### src/rtl/uart_rx_fifo.sv
// ============================================================================
// Module   : uart_rx_fifo
// Brief    : Receive-side buffer for the UART RX path. Captures each frame
//            word from the deserializer, computes its parity error, and
//            stores {ferr, perr, data} in a show-ahead FIFO that is drained
//            through a valid/ready read port.
// Revision : 1.0 - initial release
// ============================================================================
`default_nettype none

module uart_rx_fifo #(
    parameter int WORD_WIDTH = 8,
    parameter int DEPTH      = 16
) (
    input  logic                       clk,
    input  logic                       rst_n,
    input  logic [WORD_WIDTH:0]        rx_word,
    input  logic                       rx_done,
    input  logic                       rx_frame_err,
    input  logic                       parity_en,
    input  logic                       parity_odd,
    input  logic                       flush,
    input  logic                       clr_overflow,
    input  logic                       rd_ready,
    output logic                       rd_valid,
    output logic [WORD_WIDTH-1:0]      rd_data,
    output logic                       rd_perr,
    output logic                       rd_ferr,
    output logic [$clog2(DEPTH):0]     count,
    output logic                       full,
    output logic                       overflow
);

    localparam int PTR_W   = $clog2(DEPTH);
    localparam int CNT_W   = PTR_W + 1;
    localparam int ENTRY_W = WORD_WIDTH + 2;

    localparam logic [CNT_W-1:0] c_depth_cnt = CNT_W'(DEPTH);

    // Storage is deliberately left unreset; only the pointers define validity.
    logic [ENTRY_W-1:0]    r_mem [DEPTH];
    logic [PTR_W-1:0]      r_wr_ptr;
    logic [PTR_W-1:0]      r_rd_ptr;
    logic [CNT_W-1:0]      r_count;
    logic                  r_overflow;

    logic                  w_wr_evt;
    logic [WORD_WIDTH-1:0] w_data;
    logic                  w_pbit;
    logic                  w_perr;
    logic [ENTRY_W-1:0]    w_entry;
    logic                  w_full;
    logic                  w_pop;
    logic                  w_push;
    logic                  w_ovf_set;
    logic [ENTRY_W-1:0]    w_head;

    // Frame decode: extract data/parity according to the current parity setting.
    always_comb begin
        w_wr_evt = rx_done | rx_frame_err;
        w_pbit   = rx_word[WORD_WIDTH];
        w_data   = rx_word[WORD_WIDTH-1:0];
        w_perr   = 1'b0;
        if (parity_en) begin
            w_perr = ((^w_data) ^ w_pbit) != parity_odd;
        end else begin
            w_data = rx_word[WORD_WIDTH:1];
        end
        // A collision of both pulses is treated as a framing error.
        w_entry  = {rx_frame_err, w_perr, w_data};
    end

    // Push/pop qualification; a full FIFO still accepts a write when it pops.
    always_comb begin
        w_full    = (r_count == c_depth_cnt);
        w_pop     = (r_count != '0) & rd_ready & ~flush;
        w_push    = w_wr_evt & (~w_full | w_pop) & ~flush;
        w_ovf_set = w_wr_evt & w_full & ~w_pop & ~flush;
    end

    // Entry storage write port.
    always_ff @(posedge clk) begin
        if (w_push) begin
            r_mem[r_wr_ptr] <= w_entry;
        end
    end

    // Pointer and occupancy bookkeeping; pointers wrap naturally (DEPTH is 2^n).
    always_ff @(posedge clk or negedge rst_n) begin
        if (!rst_n) begin
            r_wr_ptr <= '0;
            r_rd_ptr <= '0;
            r_count  <= '0;
        end else if (flush) begin
            r_wr_ptr <= '0;
            r_rd_ptr <= '0;
            r_count  <= '0;
        end else begin
            if (w_push) begin
                r_wr_ptr <= r_wr_ptr + 1'b1;
            end
            if (w_pop) begin
                r_rd_ptr <= r_rd_ptr + 1'b1;
            end
            case ({w_push, w_pop})
                2'b10:   r_count <= r_count + 1'b1;
                2'b01:   r_count <= r_count - 1'b1;
                default: r_count <= r_count;
            endcase
        end
    end

    // Sticky overflow flag; a drop in the same cycle as a clear keeps it set.
    always_ff @(posedge clk or negedge rst_n) begin
        if (!rst_n) begin
            r_overflow <= 1'b0;
        end else if (w_ovf_set) begin
            r_overflow <= 1'b1;
        end else if (clr_overflow) begin
            r_overflow <= 1'b0;
        end
    end

    // Show-ahead read port: head entry is presented combinationally.
    always_comb begin
        w_head   = r_mem[r_rd_ptr];
        rd_valid = (r_count != '0);
        rd_data  = w_head[WORD_WIDTH-1:0];
        rd_perr  = w_head[WORD_WIDTH];
        rd_ferr  = w_head[WORD_WIDTH+1];
        count    = r_count;
        full     = w_full;
        overflow = r_overflow;
    end

endmodule

`default_nettype wire

### config.mk
export PLATFORM = sky130hd
export DESIGN_NAME = uart_rx_fifo
export DESIGN_NICKNAME = d
export VERILOG_FILES = /design/src/rtl/uart_rx_fifo.sv
export SDC_FILE = /design/constraint.sdc
export NUM_CORES = 1
export LEC_CHECK = 0
export CORE_MARGIN = 4
export CORE_UTILIZATION = 45
export DETAILED_ROUTE_END_ITERATION = 10
export GPL_TIMING_DRIVEN = 0
export PLACE_DENSITY_LB_ADDON = 0.25
export SYNTH_ARGS = -nofsm -noshare
export SYNTH_HDL_FRONTEND = slang
export SYNTH_SLANG_ARGS = --single-unit
### constraint.sdc
create_clock -name clk -period 3.8 [get_ports clk]
set_clock_uncertainty 0.1 [all_clocks]
set_input_delay 1.14 -clock clk [delete_from_list [all_inputs] [get_ports clk]]
set_output_delay 1.14 -clock clk [all_outputs]
set_load 0.05 [all_outputs]
==> results by group <==
STA
  • Relative slew slack: 0.406
  • Final slew viol count: 0
  • Worst setup margin: 0.109 ns
  • Fmax: 271 MHz
  • RSZ-0062 raised after global routing: true
  • Fin. Hold Viols: 0
  • Final period demand of the worst path: 3.69 ns
  • Setup tns final: 0 ns
  • Post-route clock period utilization: 0.971
  • Tightest Pin Transition: 0.891 ns
  • Final setup viols: 0

CTS
  • Clock root cell: clkbuf_16
  • H-tree levels: 4
  • CTS tree: done
  • Worst skew pair latency: 0.42 ns
  • Hold buffers post-CTS: 0
  • Clock slew seen by the registers of the worst setup and hold paths: 0.07 ns
  • CTS Sinks: 174
  • TritonCTS buffer count: 17
  • CTS Buffer Depth: 2

Synth
  • Area of the mapped netlist: 7340 sq um
  • Ys Warns: 0
  • Post-synth EDFFs: 160
  • Syn Area/Cell: 17.0 sq um
  • Seq/Total Area, Yosys: 0.702
  • Post-Syn Nets: 458
  • Yosys cell types: 45
  • Share of the synthesized area in the top cell type: 0.654
  • Async SR Flop Fraction: 0.0805
  • Top cells by count, synth: edfxtp_1 (160), mux2i_1 (43), nor2_1 (27)
  • Seq cells post-synth: 174
  • Largest cells by area after synthesis: edfxtp_1 (65%), mux4_2 (6.1%), mux2i_1 (5.9%)
  • Main flop type after synthesis: edfxtp_1
  • Yosys top cell by area: edfxtp_1
  • Count leader, synth: edfxtp_1
  • Synthesized instance count: 431

Route
  • Pre-antenna DRT Iters: 5
  • Number of vias per cell: 5.53
  • Remaining antenna violation count: 0
  • Drt wl/cell: 22.0 microns
  • Vias: 3,966
  • 1st-iter DRT viols: 281
  • Final WL: 15,800 microns
  • Post-route DRC: 0

Floorplan
  • Die Wd: 136 microns
  • Core box area: 15,900 sq um
  • Top-level I/O count: 36
  • Starting density of the core: 0.461
  • Die H: 136 microns
  • Site Rows: 46
  • Total die area: 18,400 sq um

Worst setup path
  • Crit path max fanout: 10
  • Stages on worst setup path: 6
  • Startpoint Class: register
  • Worst Path Required: 2.56 ns
  • CP Capture Type: primary output
  • Delay-heaviest family, CP: buffers and inverters
  • Slowest cell on crit path: dfrtp_1
  • Slowest stage delay, CP: 0.45 ns
  • Critical path launch point: r_rd_ptr[1]
  • Reg2Reg Depth: 10
  • CP Cell Sequence: and2_1 -> clkbuf_2 -> a221oi_2 -> o21ai_0 -> nand2_1 -> clkdlybuf4s15_2
  • RR Startpoint: count[1]
  • Arr. time, crit path: 2.45 ns
  • Worst path buffer plus inverter count: 2
  • Crit path kind: register to primary output

Power and ir drop
  • Leakage: 0.00297 uW
  • Peak VDD IR: 0.397 mV
  • PwrDens: 596 nW/um^2

Placement
  • Post-Place Setup Slack: -0.913 ns
  • Placed Cells: 685
  • DP HPWL: 10,600 microns
  • GP Congestion: 0.828
  • Buffers on Ports: 34

Cells and area
  • Proportion of layout cells with a drive suffix above 1: 0.255
  • Inserted Diodes: 0
  • # nets final: 516
  • Final Util: 0.548
  • Area growth syn-to-layout: 19.0%
  • Final std cells w/o fill: 717

Worst hold path
  • WHS Path Cells: 1
  • Hold Crit Start: overflow
  • Hold Crit Class: register to register

Global route
  • Largest net degree at the start of global routing: 20
  • Vias in the first global route: 4,070
  • Global-route usage over all layers: 0.180
  • First-pass GRT wire length: 24,000 microns
  • Gr ovfl total: 0
  • Initial antenna violation count: 0

Run
  • Max-cap violations: 0

Run status
  • Outcome: complete, no violations
[power breakdown]
group / leakage (uW) / switching (uW) / total (uW) / internal (uW)
registers: 0.00163 / 55.9 / 2230 / 2180
clock network: 0.000256 / 712 / 1550 / 835
logic: 0.00108 / 846 / 1430 / 587
[cell type report]
cell class                 instances  area (sq um)
clock inverter                    13          88.8
fill                            1249          7200
timing repair buffer              40           402
tap                              216           270
multi-input combinational        225          2230
sequential                       174          5160
buffer                            22           129
clock buffer                      18           429
inverter                           9          33.8
[logic make-up (layout without fill, tap and decap cells)]
group,Yosys count,count (layout),synth area share
AOI/OAI and AO/OA,56,56,0.0600
and+or+nand+nor,72,72,0.0460
xor gates and xnor gates,12,12,0.0162
DFF,174,174,0.702
muxes,76,76,0.142
buffers and inverters,32,102,0.0175
adders and majority gates,9,9,0.0164
[stage by stage]
step / total power, uW / hold WS, ns / instance area [sq um]
6_report: 5210 / 0.413 / 8740
5_1_grt: 5430 / 0.420 / 8740
4_1_cts: 5200 / 0.413 / 8650
3_5_place_dp: 3660 / 0.398 / 8020
3_3_place_gp: 3620 / 0.377 / 7950
2_1_floorplan: 3240 / 0.430 / 7340
[per-layer routing]
layer  global-route usage  up-vias  wire [microns]
met5                    0        -               0
met4               0.0515        0             199
met3               0.0364       19             507
met2                0.290       74            7960
met1                0.253     2049            7110
li1                     -     1824               -
[registers in the layout, summed over array words and instances, names as in the netlist]
| register | count |
|---|---|
| r_mem | 160 |
| count | 5 |
| r_rd_ptr | 4 |
| r_wr_ptr | 4 |
| overflow | 1 |
[path summary, 6_finish.rpt]
path	to	slack [ns]
setup / recovery	rd_data[0]	0.11
hold / removal	overflow	0.41
setup reg to reg	count[4]	0.54
hold reg to reg	overflow	0.41
max in group asynchronous	r_rd_ptr[0]	2.11
min in group asynchronous	count[1]	1.02
[cells in the final DEF, fill, tap and decap left out, types with 5 or more instances in the layout]
| cell | synthesis | final |
|---|---|---|
| edfxtp_1 | 160 | 160 |
| mux2i_1 | 43 | 43 |
| clkdlybuf4s50_1 | 0 | 22 |
| mux4_2 | 20 | 20 |
| nand2_1 | 18 | 18 |
| clkbuf_16 | 0 | 17 |
| nor2_1 | 27 | 15 |
| dfrtp_1 | 14 | 13 |
| a221oi_2 | 0 | 12 |
| nor2_2 | 0 | 12 |
| a22oi_1 | 10 | 10 |
| o21ai_0 | 11 | 10 |
| clkbuf_1 | 15 | 9 |
| inv_1 | 9 | 9 |
| mux2_2 | 9 | 9 |
| buf_6 | 0 | 8 |
| ha_1 | 8 | 8 |
| clkdlybuf4s15_2 | 0 | 8 |
| xnor2_1 | 7 | 7 |
| clkbuf_2 | 0 | 6 |
| a221oi_1 | 20 | 6 |
| nor2b_1 | 5 | 5 |
| inv_6 | 0 | 5 |
[timing repair]
action                     CTS  global route
setup endpoints to repair  162            12
buffers inserted             0             2
resized for setup           61            24
pin swaps                    0             1
Power figures use the tool's default switching activity.
